[config.mk]
export PLATFORM = sky130hd
export DESIGN_NAME = game_collision_ctrl
export DESIGN_NICKNAME = d
export VERILOG_FILES = /design/src/rtl/game_ctrl_pkg.sv /design/src/rtl/frame_once_pulse.sv /design/src/rtl/game_collision_ctrl.sv
export SDC_FILE = /design/constraint.sdc
export NUM_CORES = 1
export LEC_CHECK = 0
export ABC_CLOCK_PERIOD_IN_PS = 3300
export BUFFER_PORTS_ARGS = -buffer_cell sky130_fd_sc_hd__buf_4
export CORE_UTILIZATION = 55
export DETAILED_ROUTE_END_ITERATION = 16
export PLACE_DENSITY = 0.81
export RECOVER_POWER = 25
export SLEW_MARGIN = 20
export SYNTH_ARGS = -nofsm -noshare
export SYNTH_HDL_FRONTEND = slang
export SYNTH_SLANG_ARGS = --single-unit
[constraint.sdc]
create_clock -name clk -period 3.3 [get_ports clk]
set_input_delay 0.165 -clock clk [delete_from_list [all_inputs] [get_ports clk]]
set_output_delay 0.165 -clock clk [all_outputs]
set_load 0.01 [all_outputs]
[src/rtl/game_ctrl_pkg.sv]
// rtl/game_ctrl_pkg.sv - shared tile codes and game state encoding for the collision controller
package game_ctrl_pkg;

   localparam logic [1:0] TILE_BACKGROUND = 2'b00;
   localparam logic [1:0] TILE_FLOOR      = 2'b01;
   localparam logic [1:0] TILE_GIFT       = 2'b10;
   localparam logic [1:0] TILE_HOLE       = 2'b11;

   typedef enum logic [1:0] {
      PLAYING   = 2'd0,
      HOLE_OPEN = 2'd1,
      VICTORY   = 2'd2,
      GAME_OVER = 2'd3
   } game_state_t;

endpackage

[src/rtl/frame_once_pulse.sv]
// rtl/frame_once_pulse.sv - once-per-frame event detector with registered one-cycle pulse
module frame_once_pulse (
   input  logic clk,
   input  logic reset,
   input  logic clear_i,
   input  logic event_i,
   output logic first_o,
   output logic pulse_o
);

   logic flag_q;
   logic flag_d;
   logic pulse_q;

   // A clear in the same cycle as the event starts the new frame with this event.
   assign first_o = event_i & (clear_i | ~flag_q);
   assign flag_d  = clear_i ? event_i : (flag_q | event_i);

   always_ff @(posedge clk) begin
      if (reset) begin
         flag_q  <= 1'b0;
         pulse_q <= 1'b0;
      end else begin
         flag_q  <= flag_d;
         pulse_q <= first_o;
      end
   end

   assign pulse_o = pulse_q;

endmodule

[src/rtl/game_collision_ctrl.sv]
// rtl/game_collision_ctrl.sv - per-pixel collision detection, gift/lives bookkeeping and game FSM
module game_collision_ctrl
   import game_ctrl_pkg::*;
#(
   parameter int NUM_ENEMIES  = 4,
   parameter int GIFT_QUOTA   = 8,
   parameter int LIVES        = 3,
   parameter int GRACE_FRAMES = 30
) (
   input  logic                   clk,
   input  logic                   reset,
   input  logic                   start_of_frame,
   input  logic                   draw_req_ball,
   input  logic                   draw_req_tile,
   input  logic                   draw_req_border,
   input  logic [1:0]             tile_type,
   input  logic [NUM_ENEMIES-1:0] draw_req_enemy,
   input  logic                   restart,
   output logic                   collision,
   output logic                   single_hit_pulse,
   output logic                   gift_write_en,
   output logic [NUM_ENEMIES-1:0] enemy_hit,
   output logic [7:0]             gifts_left,
   output logic [3:0]             lives_left,
   output logic                   hole_open,
   output logic                   endgame,
   output logic                   victory
);

   game_state_t state_q;
   logic [7:0]  gifts_left_q;
   logic [3:0]  lives_q;
   logic [7:0]  grace_q;
   logic        collision_q;

   logic                   clear;
   logic                   active;
   logic                   ball_tile;
   logic                   wall_ev;
   logic                   gift_ev;
   logic                   hole_entry;
   logic                   enemy_acc;
   logic [NUM_ENEMIES-1:0] enemy_ev;
   logic [NUM_ENEMIES-1:0] enemy_first;
   logic                   gift_first;
   logic                   wall_first_unused;

   assign clear     = start_of_frame | restart;
   assign active    = (state_q == PLAYING) || (state_q == HOLE_OPEN);
   assign ball_tile = draw_req_ball & draw_req_tile;

   // The hole tile behaves like a wall until the hole has been opened.
   assign wall_ev = ~restart & draw_req_ball &
                    (draw_req_border |
                     (draw_req_tile & (tile_type == TILE_FLOOR)) |
                     (draw_req_tile & (tile_type == TILE_HOLE) & (state_q != HOLE_OPEN)));
   assign gift_ev    = ~restart & active & ball_tile & (tile_type == TILE_GIFT);
   assign enemy_ev   = (restart || !draw_req_ball) ? '0 : draw_req_enemy;
   assign hole_entry = (state_q == HOLE_OPEN) & ball_tile & (tile_type == TILE_HOLE);
   assign enemy_acc  = (|enemy_first) & (grace_q == 8'd0) & active;

   frame_once_pulse u_wall (
      .clk(clk), .reset(reset), .clear_i(clear), .event_i(wall_ev),
      .first_o(wall_first_unused), .pulse_o(single_hit_pulse)
   );

   frame_once_pulse u_gift (
      .clk(clk), .reset(reset), .clear_i(clear), .event_i(gift_ev),
      .first_o(gift_first), .pulse_o(gift_write_en)
   );

   for (genvar i = 0; i < NUM_ENEMIES; i++) begin : g_enemy
      frame_once_pulse u_enemy (
         .clk(clk), .reset(reset), .clear_i(clear), .event_i(enemy_ev[i]),
         .first_o(enemy_first[i]), .pulse_o(enemy_hit[i])
      );
   end

   always_ff @(posedge clk) begin
      if (reset || restart) begin
         state_q      <= PLAYING;
         gifts_left_q <= 8'(GIFT_QUOTA);
         lives_q      <= 4'(LIVES);
         grace_q      <= 8'd0;
         collision_q  <= 1'b0;
      end else begin
         collision_q <= wall_ev;

         if (gift_first && (gifts_left_q != 8'd0))
            gifts_left_q <= gifts_left_q - 8'd1;

         // Reaching the hole outranks a simultaneous enemy hit: no life is taken.
         if (enemy_acc && !hole_entry) begin
            lives_q <= lives_q - 4'd1;
            grace_q <= 8'(GRACE_FRAMES);
         end else if (start_of_frame && (grace_q != 8'd0)) begin
            grace_q <= grace_q - 8'd1;
         end

         case (state_q)
            PLAYING: begin
               if (enemy_acc && (lives_q == 4'd1))
                  state_q <= GAME_OVER;
               else if (gifts_left_q == 8'd0)
                  state_q <= HOLE_OPEN;
            end
            HOLE_OPEN: begin
               if (hole_entry)
                  state_q <= VICTORY;
               else if (enemy_acc && (lives_q == 4'd1))
                  state_q <= GAME_OVER;
            end
            default: state_q <= state_q;
         endcase
      end
   end

   assign collision  = collision_q;
   assign gifts_left = gifts_left_q;
   assign lives_left = lives_q;
   assign hole_open  = (state_q == HOLE_OPEN);
   assign endgame    = (state_q == VICTORY) || (state_q == GAME_OVER);
   assign victory    = (state_q == VICTORY);

endmodule

==> run_results.csv <==
group,metric,value,unit
final_layout,drive_gt1_share,19.35,%
die,fp-row-count,19,
setup_path,crit_buf_inv,1,
logic_synthesis,ys_warn_count,0,
detailed_routing,drt_first_pass_iters,4,
logic_synthesis,ys_top_cells_by_area,"dfxtp_1, a21oi_1, xor2_1",
placement,gp_congestion,0.8142,
clock_tree,cts_tree,"yes",
detailed_routing,detail_route.wl_per_cell,13.68,µm
setup_path,cp-end-kind,"flip-flop",
final_layout,fillers,235,
global_route,grt_pass1_wl,5.727,mm
die,start_util,58.75,%
detailed_routing,ant_nets,0,
clock_tree,clock_latency,350,ps
setup_path,crit_slowest_cell,"or4b_2",
clock_tree,numCtsBuffers,5,
power,power-per-cell-area,436.3,nW/µm²
sta,fin_crit_sh,60.90,%
logic_synthesis,yosys.area.top_type,"dfxtp_1",
setup_path,crit_family,"simple AND/OR/NAND/NOR gates",
worst_hold_path,hp-class,"in2reg",
clock_tree,cts_resized,0,
logic_synthesis,seq_area_frac_synth,42.88,%
sta,worstMarginPinSlew,1395,ps
logic_synthesis,syn_nets,203,
die,core,2781,µm²
flow_run,drv_cap,0,
logic_synthesis,yosysTopAreaCellShare,42.88,%
final_layout,area_growth,16.39,%
setup_path,cp_cell_sequence,"inv_1 -> ha_1 -> or4b_2 -> o21ai_2 -> or4_1 -> xor2_1 -> a21oi_1",
status,status,"complete, no violations",
clock_tree,clk_pin_slew_worst_paths,110,ps
global_route,track_usage,23.24,%
placement,io_buffers,34,
sta,skew,11.03,ps
placement,placedCellCount,240,
sta,max_freq,497.6,MHz
logic_synthesis,synthCells,185,
sta,maxSlewHeadroom,6.975,%
logic_synthesis,syn_avg_cell_area,8.833,µm²
global_route,grt_max_degree,25,
sta,finalHoldViolations,0,
global_route,antenna_found_initial,0,
clock_tree,cts_max_level,2,
setup_path,crit_path_max_incr_delay,630,ps
sta,setup_tns,0,ps
setup_path,cp.arrival,2180,ps
clock_tree,ctsLongestPathBuffers,2,
detailed_routing,wirelength,3.393,mm
logic_synthesis,netlist_area,1634,µm²
detailed_routing,vias,1387,
setup_path,critPathKind,"reg2reg",
logic_synthesis,ys_ff_latch,35,
final_layout,nNetsFinal,234,
setup_path,worstPathRequired,3470,ps
clock_tree,cts_hold_buffers,0,
clock_tree,cts_root_buf,"clkbuf_4",
logic_synthesis,yosysUniqueCellTypes,40,
setup_path,critical_path.startpoint_type,"flip-flop",
die,io_pins,35,
clock_tree,cts_setup_buffers,0,
sta,setup_viol,0,
final_layout,stdcell_count,248,
die,dieArea,3193,µm²
final_layout,fin_area,1902,µm²
power,peakVddDrop,447.2,µV
sta,maxSlewViolCount,0,
placement,hpwlAfterDp,2.542,mm
die,die-width,56.51,µm
die,die-height,56.51,µm
placement,placed_area,1874,µm²
detailed_routing,drt_iter0_markers,33,
sta,grt_setup_unrepaired,"no",
power,leakage,0.7761,nW
global_route,grt_pass1_vias,1307,
global_route,overflow,0,
detailed_routing,avgViaCountPerCell,5.593,
sta,period_needed,2010,ps
setup_path,cp_max_fo,4,
final_layout,antenna_cells,0,
detailed_routing,drc,0,
clock_tree,cts_sinks,35,
[stage by stage]
step | setup slack [ps] | utilization (%) | power [mW] | hold slack (ps)
6_report | 1290 | 68.38 | 0.8299 | 72.58
5_1_grt | 1137 | 68.38 | 0.8732 | 58.22
4_1_cts | 1297 | 69.32 | 0.8343 | 37.91
3_5_place_dp | 1335 | 67.39 | 0.6131 | 416.4
3_3_place_gp | 1415 | 67.39 | 0.6065 | 407.3
2_1_floorplan | 1470 | - | 0.5717 | 268.4
[layer usage]
layer  GRT usage [%]  part of all wire (%)
met5               0                     0
met4           10.80                   1.7
met3           5.760                   4.2
met2           39.33                    47
met1           27.43                    47
[registers in the layout, indices dropped and copies added (netlist names), 2 cells and up]
| signal | cells |
|---|---|
| gifts_left | 8 |
| lives_left | 4 |
| g_enemy.u_enemy.flag_q | 4 |
| state_q | 2 |
| g_enemy.u_enemy.pulse_o | 4 |
| grace_q | 8 |
[placed cells by master (no fill, tap or decap), drive strengths merged, types with 3 or more instances in the layout]
master and n:
dfxtp 35, buf 27, nor2 20, a21oi 16
nand2 13, clkbuf 13, nand3 10, inv 9
xor2 9, nor3 8, ha 5, or3 5
nor2b 4, nand4 4, nand2b 4, o21ai 4
nand4b 3, or4 3
[synth_stat cells, drive strengths merged]
cell type and count:
a2111oi 1, nor2b 4, nand2 13, nand3 10
nor2 20, or4 3, nand2b 4, nor4b 2
inv 9, or2 1, and4 1, o21ai 4
xnor2 2, o31ai 2, and2b 1, buf 5
or3 5, a31oi 2, a41oi 1, clkbuf 5
ha 5, xor2 9, mux2 1, nor3 8
a41o 1, or3b 1, nor4 1, nand4b 3
a21o 2, a211o 1, a21oi 16, or4b 1
nand4 4, mux2i 2, dfxtp 35
[worst reg2reg max path: stages (launching register included)]
cell     delay [ps]
dfxtp_1         340
inv_1            90
ha_1            210
or4b_2          630
o21ai_2         200
or4_1           150
xor2_1          150
a21oi_1          80
[power by group]
| part | total, mW | internal, mW | switching, mW |
|---|---|---|---|
| Combinational | 0.151 | 0.0662 | 0.0848 |
| Clock | 0.227 | 0.0821 | 0.145 |
| Sequential | 0.451 | 0.438 | 0.0138 |
[final timing paths]
kind | cells past startpoint | slack [ps] | to | startpoint
worst max-delay path | 7 | 1290 | grace_q[3] | grace_q[0]
worst min-delay path | 3 | 70 | g_enemy[1].u_enemy.flag_q | draw_req_enemy[1]
worst max register to register | 7 | 1290 | grace_q[3] | grace_q[0]
worst min register to register | 1 | 440 | u_wall.pulse_o | u_wall.flag_q
[cells by family after synthesis]
family	Yosys count	synth area share [%]
flip-flops	35	42.88
AO/OA/AOI/OAI	30	12.33
buffers and inverters	19	5.360
multiplexers	3	1.914
XOR/XNOR	11	5.896
adder cells (fa/ha/maj)	5	3.828
AND/OR/NAND/NOR	82	27.80
[final cells by class]
| type | count | area, µm² | share of cell area [%] |
|---|---|---|---|
| Clock inverter | 2 | 12.51 | 0.6579 |
| Tap cell | 31 | 38.79 | 2.039 |
| Clock buffer | 6 | 41.29 | 2.171 |
| Multi-Input combinational cell | 131 | 845.8 | 44.47 |
| Sequential cell | 35 | 700.7 | 36.84 |
| Inverter | 9 | 33.78 | 1.776 |
| Timing Repair Buffer | 34 | 229.0 | 12.04 |
Power figures use the tool's default switching activity.
